### src/rtl/btn_debounce_sel_pkg.sv
// Shared definitions for the push-button debounce / select front-end:
// FSM state encodings, board-clock defaults and a pin-level helper.
package btn_debounce_sel_pkg;

    // Per-channel debounce FSM states (2-bit encoding).
    typedef enum logic [1:0] {
        REL_STABLE = 2'd0,
        WAIT_PRESS = 2'd1,
        PRS_STABLE = 2'd2,
        WAIT_REL   = 2'd3
    } btn_state_e;

    // 1 ms of stable input at the 50 MHz board clock.
    localparam int BTN_DEBOUNCE_CYCLES_DFLT = 50000;
    localparam int BTN_CNT_W_DFLT           = 16;

    // Raw pin level seen when the button is NOT pressed.
    function automatic logic released_pin_level(input bit active_low);
        return logic'(active_low);
    endfunction

endpackage

### src/rtl/btn_debounce_sel_ch.sv
// Single button channel: two-flop synchroniser, polarity normalisation,
// counter-based debounce FSM, press/release pulses and a toggle-per-press
// select bit. All outputs are registered.
module btn_debounce_ch
    import btn_debounce_sel_pkg::*;
#(
    parameter int CNT_W           = BTN_CNT_W_DFLT,
    parameter int DEBOUNCE_CYCLES = BTN_DEBOUNCE_CYCLES_DFLT,
    parameter bit BTN_ACTIVE_LOW  = 1'b1
) (
    input  logic clk,
    input  logic rst,
    input  logic btn_raw,
    output logic sel_out,
    output logic btn_level,
    output logic press_pulse,
    output logic release_pulse,
    output logic busy
);

    // Reject parameter sets where the terminal count is too small or does
    // not fit in the counter.
    if (DEBOUNCE_CYCLES < 2 ||
        longint'(DEBOUNCE_CYCLES - 1) >= (longint'(1) << CNT_W)) begin : g_bad_param
        $error("btn_debounce_ch: DEBOUNCE_CYCLES=%0d invalid for CNT_W=%0d",
               DEBOUNCE_CYCLES, CNT_W);
    end

    localparam logic             REL_PIN  = released_pin_level(BTN_ACTIVE_LOW);
    localparam logic [CNT_W-1:0] CNT_LAST = CNT_W'(DEBOUNCE_CYCLES - 1);

    logic             sync1;
    logic             sync2;
    logic             s;
    btn_state_e       state;
    logic [CNT_W-1:0] cnt;

    // Two-flop synchroniser; resets to the released pin level so a held
    // button is seen as a fresh press after reset.
    // NOTE: sequential state uses non-blocking (<=) so every flop samples
    // pre-edge values and the chain really is two stages deep.
    always_ff @(posedge clk) begin
        if (rst) begin
            sync1 <= REL_PIN;
            sync2 <= REL_PIN;
        end else begin
            sync1 <= btn_raw;
            sync2 <= sync1;
        end
    end

    // s = 1 means pressed, regardless of board polarity.
    assign s = sync2 ^ BTN_ACTIVE_LOW;

    // Debounce FSM with registered outputs; pulses default low every cycle.
    always_ff @(posedge clk) begin
        if (rst) begin
            state         <= REL_STABLE;
            cnt           <= '0;
            sel_out       <= 1'b0;
            btn_level     <= 1'b0;
            press_pulse   <= 1'b0;
            release_pulse <= 1'b0;
            busy          <= 1'b0;
        end else begin
            press_pulse   <= 1'b0;
            release_pulse <= 1'b0;
            case (state)
                REL_STABLE: begin
                    if (s) begin
                        state <= WAIT_PRESS;
                        cnt   <= '0;
                        busy  <= 1'b1;
                    end
                end
                WAIT_PRESS: begin
                    if (!s) begin
                        // Bounce: full restart, not a resume.
                        state <= REL_STABLE;
                        cnt   <= '0;
                        busy  <= 1'b0;
                    end else if (cnt == CNT_LAST) begin
                        state       <= PRS_STABLE;
                        busy        <= 1'b0;
                        btn_level   <= 1'b1;
                        press_pulse <= 1'b1;
                        sel_out     <= ~sel_out;
                    end else begin
                        cnt <= cnt + CNT_W'(1);
                    end
                end
                PRS_STABLE: begin
                    if (!s) begin
                        state <= WAIT_REL;
                        cnt   <= '0;
                        busy  <= 1'b1;
                    end
                end
                WAIT_REL: begin
                    if (s) begin
                        state <= PRS_STABLE;
                        cnt   <= '0;
                        busy  <= 1'b0;
                    end else if (cnt == CNT_LAST) begin
                        state         <= REL_STABLE;
                        busy          <= 1'b0;
                        btn_level     <= 1'b0;
                        release_pulse <= 1'b1;
                    end else begin
                        cnt <= cnt + CNT_W'(1);
                    end
                end
                default: begin
                    state <= REL_STABLE;
                    cnt   <= '0;
                    busy  <= 1'b0;
                end
            endcase
        end
    end

endmodule

### src/rtl/btn_debounce_sel.sv
// Push-button front-end driving the mux bank select bus (a_mxm).
// Wiring only: one independent btn_debounce_ch per button.
module btn_debounce_sel
    import btn_debounce_sel_pkg::*;
#(
    parameter int N_CH            = 4,
    parameter int CNT_W           = BTN_CNT_W_DFLT,
    parameter int DEBOUNCE_CYCLES = BTN_DEBOUNCE_CYCLES_DFLT,
    parameter bit BTN_ACTIVE_LOW  = 1'b1
) (
    input  logic            clk,
    input  logic            rst,
    input  logic [N_CH-1:0] btn_raw,
    output logic [N_CH-1:0] sel_out,
    output logic [N_CH-1:0] btn_level,
    output logic [N_CH-1:0] press_pulse,
    output logic [N_CH-1:0] release_pulse,
    output logic [N_CH-1:0] busy
);

    btn_debounce_ch #(
        .CNT_W           (CNT_W),
        .DEBOUNCE_CYCLES (DEBOUNCE_CYCLES),
        .BTN_ACTIVE_LOW  (BTN_ACTIVE_LOW)
    ) u_ch [N_CH-1:0] (
        .clk           (clk),
        .rst           (rst),
        .btn_raw       (btn_raw),
        .sel_out       (sel_out),
        .btn_level     (btn_level),
        .press_pulse   (press_pulse),
        .release_pulse (release_pulse),
        .busy          (busy)
    );

endmodule

### config.mk
export PLATFORM = sky130hd
export DESIGN_NAME = btn_debounce_sel
export DESIGN_NICKNAME = d
export VERILOG_FILES = /design/src/rtl/btn_debounce_sel_pkg.sv /design/src/rtl/btn_debounce_sel_ch.sv /design/src/rtl/btn_debounce_sel.sv
export SDC_FILE = /design/constraint.sdc
export NUM_CORES = 1
export LEC_CHECK = 0
export BUFFER_PORTS_ARGS = -buffer_cell sky130_fd_sc_hd__clkbuf_2
export CAP_MARGIN = 20
export CORE_MARGIN = 5
export CORE_UTILIZATION = 35
export CTS_BUF_LIST = sky130_fd_sc_hd__clkbuf_4 sky130_fd_sc_hd__clkbuf_8 sky130_fd_sc_hd__clkbuf_16
export DETAILED_ROUTE_END_ITERATION = 8
export SYNTH_ARGS = -nofsm -noshare
export SYNTH_HDL_FRONTEND = slang
export SYNTH_SLANG_ARGS = --single-unit
### constraint.sdc
create_clock -name clk -period 3.1 [get_ports clk]
set_input_delay 0.31 -clock clk [delete_from_list [all_inputs] [get_ports clk]]
set_output_delay 0.31 -clock clk [all_outputs]
set_load 0.02 [all_outputs]
# Word-level counts from Yosys, hierarchy flattened
# Cells that the tools add are included.
dict set report op_classes {
  eq_ne 48
  bitwise 16
  n_addsub 4
  n_reduce_logical 32
  muxes 100
}
# operator count
set ops {}
lappend ops {{16-bit two-way mux} 20}
lappend ops {{16-bit one-hot mux with 4 select lines} 4}
lappend ops {{16-bit by 1-bit adder with 16-bit output (second input constant)} 4}
lappend ops {{16-bit equality test (second input constant)} 4}
lappend ops {{2-bit two-way mux} 24}
lappend ops {{1-bit two-way mux} 40}
lappend ops {{2-bit by 1-bit inequality test with 1-bit output (second input constant)} 16}
lappend ops {{2-bit one-hot mux with 4 select lines} 4}
lappend ops {{3-bit OR reduction} 8}
lappend ops {{5-bit AND reduction} 4}
lappend ops {{2-bit equality test (second input constant)} 8}
lappend ops {{2-bit inequality test (second input constant)} 8}
lappend ops {{1-bit inverter} 16}
lappend ops {{1-bit one-hot mux with 4 select lines} 4}
lappend ops {{4-bit AND reduction} 4}
lappend ops {{3-bit by 1-bit inequality test with 1-bit output (second input constant)} 4}
lappend ops {{3-bit inequality test (second input constant)} 4}
lappend ops {{3-bit AND reduction} 4}
lappend ops {{2-bit by 1-bit equality test with 1-bit output (second input constant)} 4}
lappend ops {{2-bit zero test} 4}
lappend ops {{1-bit one-hot mux with 2 select lines} 4}
lappend ops {{2-bit AND reduction} 4}
lappend ops {{2-bit nonzero test} 4}
dict set report word_totals {
  inputBits 6
  reg_bits 100
}

# Logic depth before layout (Yosys ltp)
# Gate-level depths: netlist (run 1).
dict set report depth {
  depth_word 4
  ltp_mapped 6
}

# Cells and area by module
# From an unflattened synthesis (run 1), not the netlist that was laid out.
dict set report hier_totals {
  cells_unflattened 533
  hier_area_um2 4683.2
}
# mod instances cells_each area_per_inst_um2
set modules_own_cells {}
lappend modules_own_cells {{btn_debounce_ch (u_ch[0] ...)} 2 130 1142.3}
lappend modules_own_cells {{btn_debounce_ch (u_ch[2])} 1 143 1258.7}
lappend modules_own_cells {{btn_debounce_ch (u_ch[1])} 1 130 1139.8}

# Worst setup path before layout (run 1)
# Ideal clock, no wire load.
dict set report synth_path {
  path_kind {register to register}
  from {reg u_ch[2].cnt[0]}
  to {reg u_ch[2].cnt[1]}
  slack_ns 1.326
  period_less_slack_ns 1.774
  path_stages_with_launch 7
  n_path_buf 1
  arrival_ns 1.668
  t_required_ns 2.994
  cell_sequence {dfxtp_1 -> ha_1 -> and3_1 -> and4_1 -> clkbuf_1 -> or4_1 -> o311ai_0}
}
dict set report synth_via {
  elab_chain_len 4
  word_cells_on_any_way 6
}
# item line
set synth_rtl {}
lappend synth_rtl {{start, declared} btn_debounce_sel_ch.sv:36} ;# logic [CNT_W-1:0] cnt;
lappend synth_rtl {{start signal, assigned} btn_debounce_sel_ch.sv:89} ;# cnt <= cnt + CNT_W'(1);
lappend synth_rtl {{start signal, assigned} btn_debounce_sel_ch.sv:110} ;# cnt <= cnt + CNT_W'(1);
lappend synth_rtl {{16-bit by 1-bit adder with 16-bit output or 16-bit equality test (tied branches)} --}
lappend synth_rtl {{16-bit two-way mux (*)} {btn_debounce_sel_ch.sv:82, btn_debounce_sel_ch.sv:104}}
lappend synth_rtl {{16-bit two-way mux, on equally long branches} {btn_debounce_sel_ch.sv:100, btn_debounce_sel_ch.sv:77}}
lappend synth_rtl {{16-bit one-hot mux with 4 select lines (*)} btn_debounce_sel_ch.sv:68} ;# case (state)
# Every way passes the cells marked *; elsewhere a longest branch is shown, timed or not.
# A chain may end at the register's enable or synchronous reset.

# Worst setup path after layout (run 1)
dict set report layout_path {
  from {reg u_ch[2].cnt[0]}
  to {reg u_ch[2].sel_out}
}
dict set report layout_via {
  elab_chain_len 2
}
# item line
set layout_rtl {}
lappend layout_rtl {{16-bit equality test} btn_debounce_sel_ch.sv:82} ;# end else if (cnt == CNT_LAST) begin
lappend layout_rtl {{3-bit AND reduction (no line)} --}
lappend layout_rtl {{end signal, assigned} btn_debounce_sel_ch.sv:87} ;# sel_out <= ~sel_out;
lappend layout_rtl {{end, declared} btn_debounce_sel_ch.sv:14} ;# output logic sel_out,
# No other way between the ends.

==> impl_metrics.csv, run 1 <==
group,metric,value,unit
outcome,outcome,"completed",
logic_synthesis,ys.flop_type,"dfxtp_1",
sta,min_period_over_period,0.670,
logic_synthesis,synth_nets,600,
layout,drive_gt1_frac,0.122,
drt,routed_wl,11.3,mm
grt,gr-total-overflow,0,
cts,clockBufferDepth,2,
grt,grt_pass1_vias,4041,
logic_synthesis,async_flop_share,0,
drt,dr.pass1.iters,5,
sta,finalSetupViolations,0,
hold_path,min_path_type,"in -> reg",
cts,ctsHoldBuffers,0,
drt,drc,0,
cts,cts_tree,"done",
worst_setup_path,cp.required,3380,ps
drt,ant_nets,0,
worst_setup_path,start_kind,"register",
layout,antenna_cells,0,
logic_synthesis,yosysTopAreaCell,"dfxtp_1",
cts,numCtsBuffers,9,
logic_synthesis,netlist_area,0.00508,mm²
layout,layout_commonest_cell,"dfxtp_1",
layout,area_growth,7.37,%
worst_setup_path,crit_type,"reg -> reg",
grt,antenna_found_initial,0,
sta,clock_skew,10.1,ps
worst_setup_path,end_kind,"register",
die,start_util,0.353,
logic_synthesis,synth_seq_cells,100,
sta,slew_violations,0,
worst_setup_path,worst_ep_arrival_time,2350,ps
cts,clk_pin_slew_worst_paths,70,ps
place,dpl.hpwl,7.74,mm
sta,hold_viol,0,
drt,num_vias,4369,
cts,clock-sinks,100,
drt,drtIter0Drc,417,
cts,clk_latency,360,ps
sta,relSlewSlack,0.418,
die,dieWidth,130,µm
cts,cts_root_buf,"clkbuf_16",
cts,htree_levels,3,
layout,final_nets,589,
place,preCtsSetupSlack,1060,ps
logic_synthesis,synth_edf_count,0,
logic_synthesis,synth.area.top_cells,"dfxtp_1 (39%), nand4_1 (3.9%), nand2_1 (3.4%)",
power_and_ir_drop,vdd_ir_drop_max,289,µV
place,gp_congestion,0.854,
die,die_h,130,µm
logic_synthesis,yosysWarningCount,0,
sta,finalSetupTns,0,ps
logic_synthesis,synthCells,590,
cts,cts_setup_buffers,0,
logic_synthesis,synth_area_per_cell,8.61,µm²
run,max_cap_violations,0,
place,io_buffers,25,
layout,mostFrequentLayoutCells,"dfxtp_1 (100), nand2_1 (46), nor2_1 (40), nand4_1 (32), a21oi_1 (31)",
sta,tightest_slew,866,ps
die,top_level_ports,26,
logic_synthesis,synth.top_cell.area_share,0.394,
sta,period_needed,2080,ps
sta,rsz0062_at_grt,"false",
die,rows,44,
sta,fmax,0.482,GHz
grt,grtUsageTotal,0.138,
grt,grt_pass1_wl,19.1,mm
drt,via_per_inst,5.69,
drt,wl_per_cell,14.8,µm
cts,cts_resized,0,
die,die-area,0.0170,mm²
sta,setup_ws,1020,ps
power_and_ir_drop,p_leak,1.77,nW
logic_synthesis,synth_seq_area_share,0.394,
grt,grt_max_degree,34,
power_and_ir_drop,power_density,457,mW/mm²
worst_setup_path,crit_fanout,7,
die,core,0.0144,mm²
logic_synthesis,synth_cell_types,64,
logic make-up (layout without fill, tap and decap cells):
| kind of cell | after synthesis | after routing | synth area share |
|---|---|---|---|
| and+or+nand+nor | 274 | 274 | 0.317 |
| DFF | 100 | 100 | 0.394 |
| muxes | 4 | 4 | 0.00813 |
| xor gates and xnor gates | 33 | 33 | 0.0648 |
| buffers and inverters | 71 | 65 | 0.0717 |
| adders and majority gates | 4 | 4 | 0.00986 |
| AOI/OAI and AO/OA | 104 | 104 | 0.134 |
layout make-up:
type | instances | area [µm²]
timing repair buffer | 30 | 163
clock inverter | 4 | 26.3
multi-input combinational | 419 | 2710
fill | 1457 | 8920
sequential | 100 | 2000
tap | 184 | 230
inverter | 19 | 71.3
clock buffer | 12 | 248
sequential cells by signal, indices dropped and copies added (netlist names), named ones only:
register	flops
u_ch.state	4
u_ch.press_pulse	4
u_ch.busy	4
u_ch.cnt	64
u_ch.sync2	4
u_ch.sel_out	4
u_ch.sync1	4
u_ch.release_pulse	4
u_ch.btn_level	4
per-stage QoR:
stage	hold WS (ps)	instances	total power, mW	util	cell area, µm²
after global placement	395	752	1.46	0.360	5180
after global routing	138	768	2.59	0.379	5450
after floorplan	389	590	1.44	-	5080
final	142	768	2.49	0.379	5450
after detailed placement	397	752	1.47	0.360	5180
after CTS	133	768	2.53	0.379	5450
Yosys cell counts, types with 3 or more instances:
library cell,count
dfxtp_1,100
nand2_1,46
nor2_1,40
nand4_1,32
a21oi_1,31
nand3_1,30
buf_4,21
clkbuf_1,21
o21ai_0,20
or4_1,20
inv_1,18
xnor2_1,17
nor3_1,15
and3_1,14
and4_1,13
nor4_1,13
xor2_1,13
or2_2,10
o31ai_1,9
or3_1,9
o311ai_0,8
buf_2,7
nor4b_1,6
a211oi_1,5
a31oi_1,5
nor4bb_1,5
a311oi_1,4
and4bb_2,4
ha_1,4
o211ai_1,4
a22oi_1,3
and2_1,3
mux2i_1,3
where the power goes:
group / leakage, nW / internal, mW / total [mW] / switching [mW]
logic: 0.825 / 0.0402 / 0.118 / 0.0780
clock network: 0.137 / 0.570 / 1.06 / 0.487
registers: 0.809 / 1.30 / 1.32 / 0.0181
total: 1.77 / 1.91 / 2.49 / 0.583
worst paths after layout:
kind / cells past startpoint / from / slack [ps] / to
worst max-delay path: 5 / u_ch[2].cnt[0] / 1020 / u_ch[2].sel_out
worst min-delay path: 2 / btn_raw[2] / 140 / u_ch[2].sync1
worst max register to register: 5 / u_ch[2].cnt[0] / 1020 / u_ch[2].sel_out
worst min register to register: 1 / u_ch[2].sync1 / 410 / u_ch[2].sync2
critical path: stages, from the launching register on:
cell and delay (ps):
dfxtp_1 450, ha_1 270, and3_1 220, nand4_1 320, or4_1 590, a21oi_1 150
metal layers:
metal	track usage	up-vias	share of wire
li1	-	2165	-
met1	0.176	2080	0.46
met2	0.222	109	0.47
met3	0.0370	15	0.050
met4	0.0538	0	0.017
met5	0	-	0
No activity file was read; power rests on OpenSTA's default activity.
==> inputs of run 2 (changes only) <==
==> constraint.sdc (replaced) <==
create_clock -name clk -period 1.9 [get_ports clk]
set_input_delay 0.19 -clock clk [delete_from_list [all_inputs] [get_ports clk]]
set_output_delay 0.19 -clock clk [all_outputs]
set_load 0.02 [all_outputs]
==> run 2 against run 1 <==
Highest routed layer unchanged; setup slack lost 910 ps; first-iteration DRC count down 13%; total power rose by 69%; critical path depth is the same; largest cell class unchanged; via count is 1.7% higher; wire length grew 0.94%.
==> impl_metrics.csv, run 2 (synthesis results as in run 1) <==
group,metric,value,unit
sta,setup_ws,112,ps
power_and_ir_drop,p_leak,1.91,nW
sta,min_period_over_period,0.941,
sta,fin_hold_ws,30.1,ps
worst_setup_path,ff2ff_setup_slack,110,ps
sta,finalSetupViolations,0,
layout,largest-register,"u_ch.cnt",
cts,clk_latency,350,ps
drt,num_vias,4443,
sta,slew_violations,0,
place,gp_congestion,0.852,
cts,clock-sinks,100,
die,die-area,0.0170,mm²
sta,relSlewSlack,0.571,
grt,grt_max_degree,31,
cts,clk_pin_slew_worst_paths,70,ps
power_and_ir_drop,swShare,0.224,
drt,wl_per_cell,14.4,µm
die,die_h,130,µm
grt,grt_use_met1,0.181,
sta,hold_viol,0,
layout,antenna_cells,0,
drt,ant_nets,0,
place,placed_cells,779,
drt,routed_wl,11.4,mm
sta,rsz0062_at_grt,"false",
run,max_cap_violations,0,
power_and_ir_drop,switchingPower,0.945,mW
layout,drive_gt1_frac,0.172,
power_and_ir_drop,pwr-share-seq,0.510,
sta,period_needed,1790,ps
sta,fmax,0.559,GHz
worst_setup_path,cp.required,2140,ps
die,core,0.0144,mm²
layout,layout_commonest_cell,"dfxtp_1",
worst_setup_path,worst_ep_arrival_time,2030,ps
grt,top_usage_layer,"met2",
layout,final_cells,794,
grt,antenna_found_initial,0,
power_and_ir_drop,power_frac_comb,0.052,
grt,grt_pass1_vias,4203,
worst_setup_path,start_kind,"register",
worst_setup_path,crit_fanout,7,
cts,htree_levels,3,
die,dieWidth,130,µm
place,dpl.hpwl,8.16,mm
sta,clock_skew,7.14,ps
drt,via_per_inst,5.60,
cts,numCtsBuffers,9,
drt,drtIter0Drc,364,
outcome,outcome,"completed",
layout,final_nets,616,
sta,finalSetupTns,0,ps
power_and_ir_drop,clockPowerShare,0.438,
cts,cts_setup_buffers,0,
die,rows,44,
power_and_ir_drop,p_int,3.27,mW
grt,grt_pass1_wl,19.9,mm
grt,grtUsageTotal,0.142,
layout,area_growth,12.4,%
drt,drc,0,
layout,mostFrequentLayoutCells,"dfxtp_1 (98), nand2_1 (46), nor2_1 (40), nand4_1 (32)",
sta,tightest_slew,641,ps
grt,use_met3,0.0309,
worst_setup_path,end_kind,"register",
worst_setup_path,crit_type,"reg -> reg",
drt,dr.pass1.iters,5,
layout,largest_reg_flops,64,
die,top_level_ports,26,
worst_setup_path,rr_worst_depth,5,
power_and_ir_drop,vdd_ir_drop_max,537,µV
cts,cts_root_buf,"clkbuf_16",
hold_path,hold_depth,2,
place,preCtsSetupSlack,82.9,ps
hold_path,min_path_type,"in -> reg",
place,io_buffers,25,
die,start_util,0.353,
cts,clockBufferDepth,2,
cts,cts_tree,"done",
grt,use_met2,0.237,
grt,gr-total-overflow,0,
power_and_ir_drop,power_density,738,mW/mm²
[run 2: cell count changes in the layout (fill, tap and decap cells not counted), moves of 2 or more]
cell and change:
and4_1 -3, dfxtp_1 -2, clkbuf_4 -2, buf_4 +26, ha_1 -2, and4_2 +3, ha_2 +2, dfxtp_2 +2
[run 2: what timing repair did]
action                     CTS  global route
setup endpoints to repair    0            10
hold buffers                 0             0
resized for setup            0             8
[run 2: power groups by stage]
stage / clock network (mW) / registers, mW / logic [mW]
finish: 1.85 / 2.15 / 0.218
floorplan: 0 / 2.18 / 0.171
detailed placement: 0 / 2.20 / 0.222
global placement: 0 / 2.19 / 0.217
global route: 1.97 / 2.15 / 0.247
CTS: 1.91 / 2.15 / 0.223
[run 2: area by class of cell]
cell class,count,area (µm²)
Sequential cell,100,2000
Fill cell,1449,8660
Inverter,19,71.3
Tap cell,184,230
Timing Repair Buffer,57,378
Multi-Input combinational cell,419,2730
Clock inverter,4,50.0
Clock buffer,11,246
[run 2: critical path: stages, from the launching register on]
cell	delay [ps]
dfxtp_1	370
ha_2	220
and3_1	210
and4_2	290
or4_1	500
o311ai_0	100
[run 2: path summary, 6_finish.rpt]
check,end,from
min reg2reg,u_ch[1].sync2,u_ch[1].sync1
max,u_ch[2].cnt[1],u_ch[2].cnt[1]
min,u_ch[2].sync1,btn_raw[2]
max reg2reg,u_ch[2].cnt[1],u_ch[2].cnt[1]
[run 2: routing by layer]
layer	up-vias	share of wire
li1	2202	-
met1	2129	0.46
met2	90	0.48
met3	22	0.042
met4	0	0.019
met5	-	0
[run 2: through the flow]
step | instance area [µm²] | power, mW | util
6_report | 5710 | 4.21 | 0.397
5_1_grt | 5710 | 4.37 | 0.397
4_1_cts | 5690 | 4.28 | 0.396
3_5_place_dp | 5390 | 2.42 | 0.375
3_3_place_gp | 5390 | 2.41 | 0.375
2_1_floorplan | 5080 | 2.35 | -
